[src/rtl/nanosoc_exp_region_mux_if.sv]
// Expansion-region AHB bundle: initiator-facing signals (suffix S) and per-slot
// accelerator-facing signals (suffix M), with HRDATAM packed 32 bits per slot.
interface nanosoc_exp_region_mux_if #(
    parameter int ADDRWIDTH = 29,
    parameter int NUM_SLOTS = 4
);
    logic                     HSELS;
    logic [ADDRWIDTH-1:0]     HADDRS;
    logic [1:0]               HTRANSS;
    logic                     HREADYS;
    logic                     HREADYOUTS;
    logic                     HRESPS;
    logic [31:0]              HRDATAS;
    logic [NUM_SLOTS-1:0]     HSELM;
    logic [NUM_SLOTS-1:0]     HREADYOUTM;
    logic [NUM_SLOTS-1:0]     HRESPM;
    logic [32*NUM_SLOTS-1:0]  HRDATAM;

    // The mux is a target towards the initiator and a decoder towards the slots.
    modport slave (
        input  HSELS, HADDRS, HTRANSS, HREADYS, HREADYOUTM, HRESPM, HRDATAM,
        output HREADYOUTS, HRESPS, HRDATAS, HSELM
    );
    modport master (
        output HSELS, HADDRS, HTRANSS, HREADYS, HREADYOUTM, HRESPM, HRDATAM,
        input  HREADYOUTS, HRESPS, HRDATAS, HSELM
    );
endinterface

[src/rtl/nanosoc_exp_region_mux.sv]
// Expansion-region decoder/response mux: NUM_SLOTS equal windows, a two-cycle
// ERROR default target and a per-slot HREADYOUT watchdog with sticky fault fencing.
module nanosoc_exp_region_mux #(
    parameter int                   ADDRWIDTH      = 29,
    parameter int                   SLOT_ADDRWIDTH = 12,
    parameter logic [ADDRWIDTH-1:0] BASE_ADDR      = 29'h0001_0000,
    parameter int                   NUM_SLOTS      = 4,
    parameter int                   TIMEOUT        = 1024
) (
    input  logic                    HCLK,
    input  logic                    HRESET,
    nanosoc_exp_region_mux_if.slave bus,
    output logic [NUM_SLOTS-1:0]    SLOT_FAULT,
    input  logic [NUM_SLOTS-1:0]    FAULT_CLR
);
    localparam int OFFW  = ADDRWIDTH - SLOT_ADDRWIDTH;
    localparam int SIDXW = (NUM_SLOTS > 1) ? $clog2(NUM_SLOTS) : 1;
    localparam int TMRW  = (TIMEOUT > 0) ? $clog2(TIMEOUT + 1) : 1;
    localparam logic [OFFW-1:0] BASE_SLOT = BASE_ADDR[ADDRWIDTH-1:SLOT_ADDRWIDTH];
    localparam logic [TMRW-1:0] TMR_LAST  = TMRW'(TIMEOUT - 1);

    typedef enum logic [1:0] {ST_IDLE, ST_SLOT, ST_ERR1, ST_ERR2} state_t;

    state_t               state_q, state_d;
    logic [SIDXW-1:0]     sidx_q, sidx_d;
    logic [TMRW-1:0]      tmr_q, tmr_d;
    logic [NUM_SLOTS-1:0] fault_q, fault_d;

    logic [OFFW-1:0]      off;
    logic                 hit, tgt_faulted, accept, eval_next;
    logic [NUM_SLOTS-1:0] dec_onehot;
    logic [SIDXW-1:0]     dec_idx;
    logic                 sl_ready, sl_resp;
    logic [31:0]          sl_rdata;
    logic                 unused_addr_lsbs;

    function automatic logic [TMRW-1:0] tmr_sat_inc(input logic [TMRW-1:0] t);
        return (t == {TMRW{1'b1}}) ? t : t + TMRW'(1);
    endfunction

    // Unsigned subtraction wraps addresses below BASE_ADDR to huge offsets -> miss.
    always_comb begin
        off        = bus.HADDRS[ADDRWIDTH-1:SLOT_ADDRWIDTH] - BASE_SLOT;
        hit        = (off < OFFW'(NUM_SLOTS));
        dec_onehot = '0;
        dec_idx    = '0;
        for (int i = 0; i < NUM_SLOTS; i++) begin
            if (hit && (off == OFFW'(i))) begin
                dec_onehot[i] = 1'b1;
                dec_idx       = SIDXW'(i);
            end
        end
        tgt_faulted = |(dec_onehot & fault_q);
        accept      = bus.HSELS & bus.HREADYS & bus.HTRANSS[1];
    end

    assign bus.HSELM      = HRESET ? '0 : (dec_onehot & ~fault_q & {NUM_SLOTS{bus.HSELS}});
    assign unused_addr_lsbs = ^{bus.HADDRS[SLOT_ADDRWIDTH-1:0], bus.HTRANSS[0]};

    always_comb begin
        sl_ready = 1'b1;
        sl_resp  = 1'b0;
        sl_rdata = '0;
        for (int i = 0; i < NUM_SLOTS; i++) begin
            if (sidx_q == SIDXW'(i)) begin
                sl_ready = bus.HREADYOUTM[i];
                sl_resp  = bus.HRESPM[i];
                sl_rdata = bus.HRDATAM[32*i +: 32];
            end
        end
    end

    always_comb begin
        state_d   = state_q;
        sidx_d    = sidx_q;
        tmr_d     = tmr_q;
        fault_d   = fault_q & ~FAULT_CLR;
        eval_next = 1'b0;
        case (state_q)
            ST_ERR1: state_d = ST_ERR2;
            ST_SLOT: begin
                if (sl_ready) begin
                    eval_next = 1'b1;
                end else begin
                    tmr_d = tmr_sat_inc(tmr_q);
                    // A set in the same cycle as FAULT_CLR must win, so it is OR-ed last.
                    if ((TIMEOUT != 0) && (tmr_q == TMR_LAST)) begin
                        state_d = ST_ERR1;
                        for (int i = 0; i < NUM_SLOTS; i++)
                            if (sidx_q == SIDXW'(i)) fault_d[i] = 1'b1;
                    end
                end
            end
            default: eval_next = bus.HREADYS;
        endcase
        if (eval_next) begin
            if (accept && hit && !tgt_faulted) begin
                state_d = ST_SLOT;
                sidx_d  = dec_idx;
                tmr_d   = '0;
            end else if (accept) begin
                state_d = ST_ERR1;
            end else begin
                state_d = ST_IDLE;
            end
        end
    end

    always_ff @(posedge HCLK) begin
        if (HRESET) begin
            state_q <= ST_IDLE;
            sidx_q  <= '0;
            tmr_q   <= '0;
            fault_q <= '0;
        end else begin
            state_q <= state_d;
            sidx_q  <= sidx_d;
            tmr_q   <= tmr_d;
            fault_q <= fault_d;
        end
    end

    always_comb begin
        bus.HREADYOUTS = 1'b1;
        bus.HRESPS     = 1'b0;
        bus.HRDATAS    = '0;
        case (state_q)
            ST_SLOT: begin
                bus.HREADYOUTS = sl_ready;
                bus.HRESPS     = sl_resp;
                bus.HRDATAS    = sl_rdata;
            end
            ST_ERR1: begin
                bus.HREADYOUTS = 1'b0;
                bus.HRESPS     = 1'b1;
            end
            ST_ERR2: bus.HRESPS = 1'b1;
            default: ;
        endcase
    end

    assign SLOT_FAULT = fault_q;
endmodule

[src/flat_wrapper.sv]
// flat-port wrapper written by rule: the top's interface ports become plain ports
module nanosoc_exp_region_mux_flat 
#(
    parameter int                   ADDRWIDTH      = 29,
    parameter int                   SLOT_ADDRWIDTH = 12,
    parameter logic [ADDRWIDTH-1:0] BASE_ADDR      = 29'h0001_0000,
    parameter int                   NUM_SLOTS      = 4,
    parameter int                   TIMEOUT        = 1024
)
  (HCLK, HRESET, SLOT_FAULT, FAULT_CLR, bus_HSELS, bus_HADDRS, bus_HTRANSS, bus_HREADYS, bus_HREADYOUTM, bus_HRESPM, bus_HRDATAM, bus_HREADYOUTS, bus_HRESPS, bus_HRDATAS, bus_HSELM);
  nanosoc_exp_region_mux_if #(.ADDRWIDTH(ADDRWIDTH), .NUM_SLOTS(NUM_SLOTS)) bus_i ();
  input  logic HCLK;
  input  logic HRESET;
  output logic [NUM_SLOTS-1:0] SLOT_FAULT;
  input  logic [NUM_SLOTS-1:0] FAULT_CLR;
  input wire logic [$bits(bus_i.HSELS)-1:0] bus_HSELS;
  input wire logic [$bits(bus_i.HADDRS)-1:0] bus_HADDRS;
  input wire logic [$bits(bus_i.HTRANSS)-1:0] bus_HTRANSS;
  input wire logic [$bits(bus_i.HREADYS)-1:0] bus_HREADYS;
  input wire logic [$bits(bus_i.HREADYOUTM)-1:0] bus_HREADYOUTM;
  input wire logic [$bits(bus_i.HRESPM)-1:0] bus_HRESPM;
  input wire logic [$bits(bus_i.HRDATAM)-1:0] bus_HRDATAM;
  output wire logic [$bits(bus_i.HREADYOUTS)-1:0] bus_HREADYOUTS;
  output wire logic [$bits(bus_i.HRESPS)-1:0] bus_HRESPS;
  output wire logic [$bits(bus_i.HRDATAS)-1:0] bus_HRDATAS;
  output wire logic [$bits(bus_i.HSELM)-1:0] bus_HSELM;
  assign bus_i.HSELS = bus_HSELS;
  assign bus_i.HADDRS = bus_HADDRS;
  assign bus_i.HTRANSS = bus_HTRANSS;
  assign bus_i.HREADYS = bus_HREADYS;
  assign bus_i.HREADYOUTM = bus_HREADYOUTM;
  assign bus_i.HRESPM = bus_HRESPM;
  assign bus_i.HRDATAM = bus_HRDATAM;
  assign bus_HREADYOUTS = bus_i.HREADYOUTS;
  assign bus_HRESPS = bus_i.HRESPS;
  assign bus_HRDATAS = bus_i.HRDATAS;
  assign bus_HSELM = bus_i.HSELM;
  nanosoc_exp_region_mux #(.ADDRWIDTH(ADDRWIDTH), .SLOT_ADDRWIDTH(SLOT_ADDRWIDTH), .BASE_ADDR(BASE_ADDR), .NUM_SLOTS(NUM_SLOTS), .TIMEOUT(TIMEOUT)) u_core (.HCLK(HCLK), .HRESET(HRESET), .bus(bus_i), .SLOT_FAULT(SLOT_FAULT), .FAULT_CLR(FAULT_CLR));
endmodule
[config.mk]
export PLATFORM = sky130hd
export DESIGN_NAME = nanosoc_exp_region_mux_flat
export DESIGN_NICKNAME = d
export VERILOG_FILES = /design/src/rtl/nanosoc_exp_region_mux_if.sv /design/src/rtl/nanosoc_exp_region_mux.sv /design/src/flat_wrapper.sv
export SDC_FILE = /design/constraint.sdc
export NUM_CORES = 1
export LEC_CHECK = 0
export CAP_MARGIN = 20
export CORE_MARGIN = 4
export CORE_UTILIZATION = 30
export CTS_CLUSTER_DIAMETER = 60
export DETAILED_ROUTE_END_ITERATION = 8
export PLACE_DENSITY = 0.83
export SKIP_LAST_GASP = 1
export SLEW_MARGIN = 10
export SYNTH_ARGS = -nofsm -noshare
export SYNTH_HDL_FRONTEND = slang
export SYNTH_SLANG_ARGS = --single-unit
export TNS_END_PERCENT = 100
[constraint.sdc]
create_clock -name HCLK -period 2.81 [get_ports HCLK]
set_input_delay 0.4215 -clock HCLK [delete_from_list [all_inputs] [get_ports HCLK]]
set_output_delay 0.4215 -clock HCLK [all_outputs]
set_load 0.02 [all_outputs]
==> results.rst <==
.. list-table::
   :header-rows: 1

   * - Metric
     - Value
   * - Vias per std cell
     - between 5 and 6
   * - Clock power share
     - between 10% and 20%
   * - Boundary pin count
     - ~220
   * - N_diodes
     - 0
   * - Xor/xnor cell area share of the yosys netlist
     - ~3.4%
   * - Source-to-sink clock delay at the later pin of the worst-skew pair
     - around 0.26 ns
   * - Status
     - complete, no violations
   * - Largest family of logic cells by synthesized area
     - multiplexers
   * - EDFF count, synth
     - 0
   * - Drt first-iter violations
     - 59
   * - Combined area of all synthesized cells
     - between 2000 and 2500 sq um
   * - Adder-cell share of the synthesized area
     - approximately 3.8%
   * - Pleak
     - approximately 1.8 nW
   * - Initial cell density of the core
     - between 30% and 40%
   * - Layout cells sized above 1
     - around 20%
   * - Area grow syn2layout
     - 106.9%
   * - Hold Fails Final Rpt
     - 0
   * - Post-Syn Instances
     - 238
   * - Kind of capture point of the worst setup path
     - output pin
   * - DRC errors left
     - 0
   * - Critical Path Fanout Max
     - 4
   * - Synthesized Nets
     - 420
   * - Worst min path class
     - register to register
   * - Overall Power
     - about 0.0015 W
   * - Yosys Warn Count
     - 0
   * - P_sw
     - between 0.0005 and 0.0006 W
   * - Logic pwr share
     - ~67%
   * - Area of placed instances
     - ~4600 sq um
   * - Launching element type of the critical path
     - input pin
   * - Synthesized-area fraction occupied by ao, oa, aoi and oai cells
     - 9.047%
   * - Die Width
     - 96.01 um
   * - Via Count
     - around 2,900
   * - Async set-or-reset flop fraction in the synthesized netlist
     - 0%
   * - Utilization after layout
     - between 60% and 70%
   * - Global-route congestion overflow total
     - 0
   * - Global-route usage over all layers
     - 21.94%
   * - Maximum level of the CTS H-tree
     - 1
   * - Weighted congestion reported at the end of routability-driven placement
     - roughly 0.92
   * - Most frequent standard cell in the layout excluding fill and tap cells
     - sky130_fd_sc_hd__clkdlybuf4s50_1
   * - Max-slew violations
     - 0
   * - Portion of netlist area occupied by mux cells
     - a little over a third
   * - Worst Path Required
     - between 2 and 2.5 ns
   * - Avg WL per Cell
     - just under 20 um
   * - Switch share
     - about 37%
   * - Fraction of the cycle the final worst path needs
     - a little over nine tenths
   * - Height of the die
     - roughly 96 um
   * - Count of buffers from port buffering
     - ~200
   * - Worst Hold Slack
     - 0.4975 ns
   * - Final setup fails
     - 0
   * - Buffer depth of the longest clock path
     - 2
   * - Maximum Capacitance Violations
     - 0
   * - Inserted Clock Buffers
     - 3
   * - Core area
     - 7408 sq um
   * - Std-Cell Rows
     - 31
   * - Worst slew margin relative to its limit
     - 69.87%
   * - Final #Nets
     - 640
   * - Internal portion of total power
     - 0.0009296 W
   * - Part of the Yosys area used for sequential elements
     - 16.37%
   * - Wire length of the first global-routing pass
     - roughly 16 mm
   * - Largest net degree at the start of global routing
     - 33
   * - First-pass iteration count of the detailed router
     - 4
   * - Root buffer selected by CTS
     - sky130_fd_sc_hd__clkbuf_8
   * - Number of nets with antenna violations after routing
     - 0
   * - Areal power density over the cells
     - 308.6 nW/um^2
   * - Mean instance size in the synthesized netlist
     - around 9.8 sq um
   * - Arr. time, crit path
     - about 2.3 ns
   * - Highest clock frequency the design can meet
     - around 0.36 GHz
   * - Aggregate routed wire length
     - roughly 11 mm
   * - Finished layout cell area
     - approximately 4800 sq um
   * - Slew of the pin with the lowest slew margin
     - ~0.45 ns
   * - Final worst path period need
     - ~2.8 ns
   * - Power share of the sequential group
     - between 20% and 30%
   * - Commonest non-fill, non-tap cells in the layout
     - 190 x sky130_fd_sc_hd__clkdlybuf4s50_1, 35 x sky130_fd_sc_hd__mux4_2, 33 x sky130_fd_sc_hd__and2_1
   * - Post-route clock skew
     - between 0.003 and 0.004 ns
   * - Clock sink total
     - 19
   * - Die footprint
     - between 9000 and 10,000 sq um
   * - Total of hold buffers inserted after clock tree synthesis
     - 0
   * - Sum of net half-perimeters after detailed placement
     - just over 9 mm
   * - CTS tree
     - built
   * - Antenna violations before repair
     - 0
   * - Category of the critical setup timing path
     - input pin to output pin
   * - Unique masters post-synth
     - 43
   * - Number of flip-flops and latches in the synthesized netlist
     - 19
   * - Top FF cell, synth
     - sky130_fd_sc_hd__dfxtp_1
   * - Maximum resistive drop on vdd
     - between 0.3 and 0.4 mV
   * - Vias in the first global route
     - approximately 3,000
   * - CTS clock-pin slew for the worst setup and hold paths
     - 0.07 ns
   * - Fraction of the mapped netlist area in simple logic gates
     - ~28%
==> area by class of cell <==
class | count | area [sq um]
inverter | 9 | 33.78
multi-input combinational | 194 | 1957
timing repair buffer | 231 | 2262
tap | 99 | 123.9
clock inverter | 1 | 5.005
sequential | 19 | 385.4
clock buffer | 3 | 41.29
fill | 595 | 2600
==> synth_stat cells, types with 2 or more instances <==
library cell / n / area share [%]
sky130_fd_sc_hd__nand3b_1: 4 / 1.3
sky130_fd_sc_hd__nand4_1: 10 / 2.7
sky130_fd_sc_hd__nor3b_1: 2 / 0.65
sky130_fd_sc_hd__nor4b_1: 5 / 1.9
sky130_fd_sc_hd__nor2_1: 15 / 2.4
sky130_fd_sc_hd__a21o_1: 2 / 0.65
sky130_fd_sc_hd__buf_1: 2 / 0.32
sky130_fd_sc_hd__mux2i_1: 2 / 0.86
sky130_fd_sc_hd__buf_2: 6 / 1.3
sky130_fd_sc_hd__o2bb2ai_1: 2 / 0.75
sky130_fd_sc_hd__mux4_2: 35 / 34
sky130_fd_sc_hd__nand2b_1: 5 / 1.3
sky130_fd_sc_hd__ha_1: 7 / 3.8
sky130_fd_sc_hd__xor2_1: 9 / 3.4
sky130_fd_sc_hd__nor4bb_1: 3 / 1.3
sky130_fd_sc_hd__clkbuf_1: 8 / 1.3
sky130_fd_sc_hd__nand3_1: 9 / 1.9
sky130_fd_sc_hd__dfxtp_1: 19 / 16
sky130_fd_sc_hd__o21ai_0: 2 / 0.43
sky130_fd_sc_hd__nor3_1: 4 / 0.86
sky130_fd_sc_hd__and3_1: 7 / 1.9
sky130_fd_sc_hd__o21a_1: 2 / 0.65
sky130_fd_sc_hd__and2_1: 33 / 8.9
sky130_fd_sc_hd__inv_1: 9 / 1.5
sky130_fd_sc_hd__a21oi_1: 12 / 2.6
sky130_fd_sc_hd__nand2_1: 7 / 1.1
==> repair_timing <==
| item | in CTS | in global routing |
|---|---|---|
| setup endpoints to repair | 4 | 20 |
| buffers inserted | 3 | 4 |
| resized for setup | 36 | 17 |
| pin swaps | 7 | 9 |
| endpoints found under the hold margin | 0 | 0 |
==> cell families (layout without fill, tap and decap cells) <==
logic type | count (synthesis) | after routing
xor+xnor | 9 | 9
simple gates | 110 | 110
buf+inv | 25 | 244
mux | 37 | 37
compound gates | 31 | 31
flops | 19 | 19
fa+ha+maj | 7 | 7
==> path summary, 6_finish.rpt <==
path	slack [ns]	startpoint	end	cells after the start
max	0.05	bus_HADDRS[23]	bus_HSELM[3]	7
min	0.50	u_core.tmr_q[1]	u_core.tmr_q[1]	2
max reg2reg	0.63	u_core.sidx_q[0]	u_core.SLOT_FAULT[0]	5
min reg2reg	0.50	u_core.tmr_q[1]	u_core.tmr_q[1]	2
==> worst max-delay path, cell delays in order <==
cell                            delay (ns)
sky130_fd_sc_hd__dlygate4sd2_1        0.34
sky130_fd_sc_hd__nor4b_4              0.33
sky130_fd_sc_hd__and4_4               0.26
sky130_fd_sc_hd__o32a_1               0.16
sky130_fd_sc_hd__nand4_1              0.24
sky130_fd_sc_hd__nor4bb_1             0.35
sky130_fd_sc_hd__buf_2                0.23
==> registers in the layout (all words and copies together) (netlist names) <==
signal             cells
u_core.state_q         2
u_core.SLOT_FAULT      4
u_core.tmr_q          11
u_core.sidx_q          2
==> per-stage QoR <==
| step | setup TNS [ns] | instances | worst slack (ns) |
|---|---|---|---|
| after global routing | -0.006778 | 556 | -0.006550 |
| after global placement | -2.607 | 546 | -0.6795 |
| after detailed placement | -3.125 | 546 | -0.8568 |
| final | 0 | 556 | 0.05195 |
| after floorplan | 0 | 238 | 0.1331 |
| after CTS | 0 | 553 | 0.01637 |
==> per-layer routing <==
layer	global-route usage, %	wire [um]	vias to the layer above
met3	4.535	853	27
li1	-	-	1360
met5	0	0	-
met2	42.90	5929	131
met1	22.81	3935	1405
met4	7.346	344	0
==> power by group through the flow <==
stage	Sequential, W	Combinational (W)	Clock (W)
floorplan	0.000302	0.000425	0
global placement	0.000304	0.000955	0
detailed placement	0.000305	0.000974	0
CTS	0.000299	0.000986	0.000196
global route	0.000300	0.00105	0.000210
finish	0.000298	0.000990	0.000195
Power figures use the tool's default switching activity.
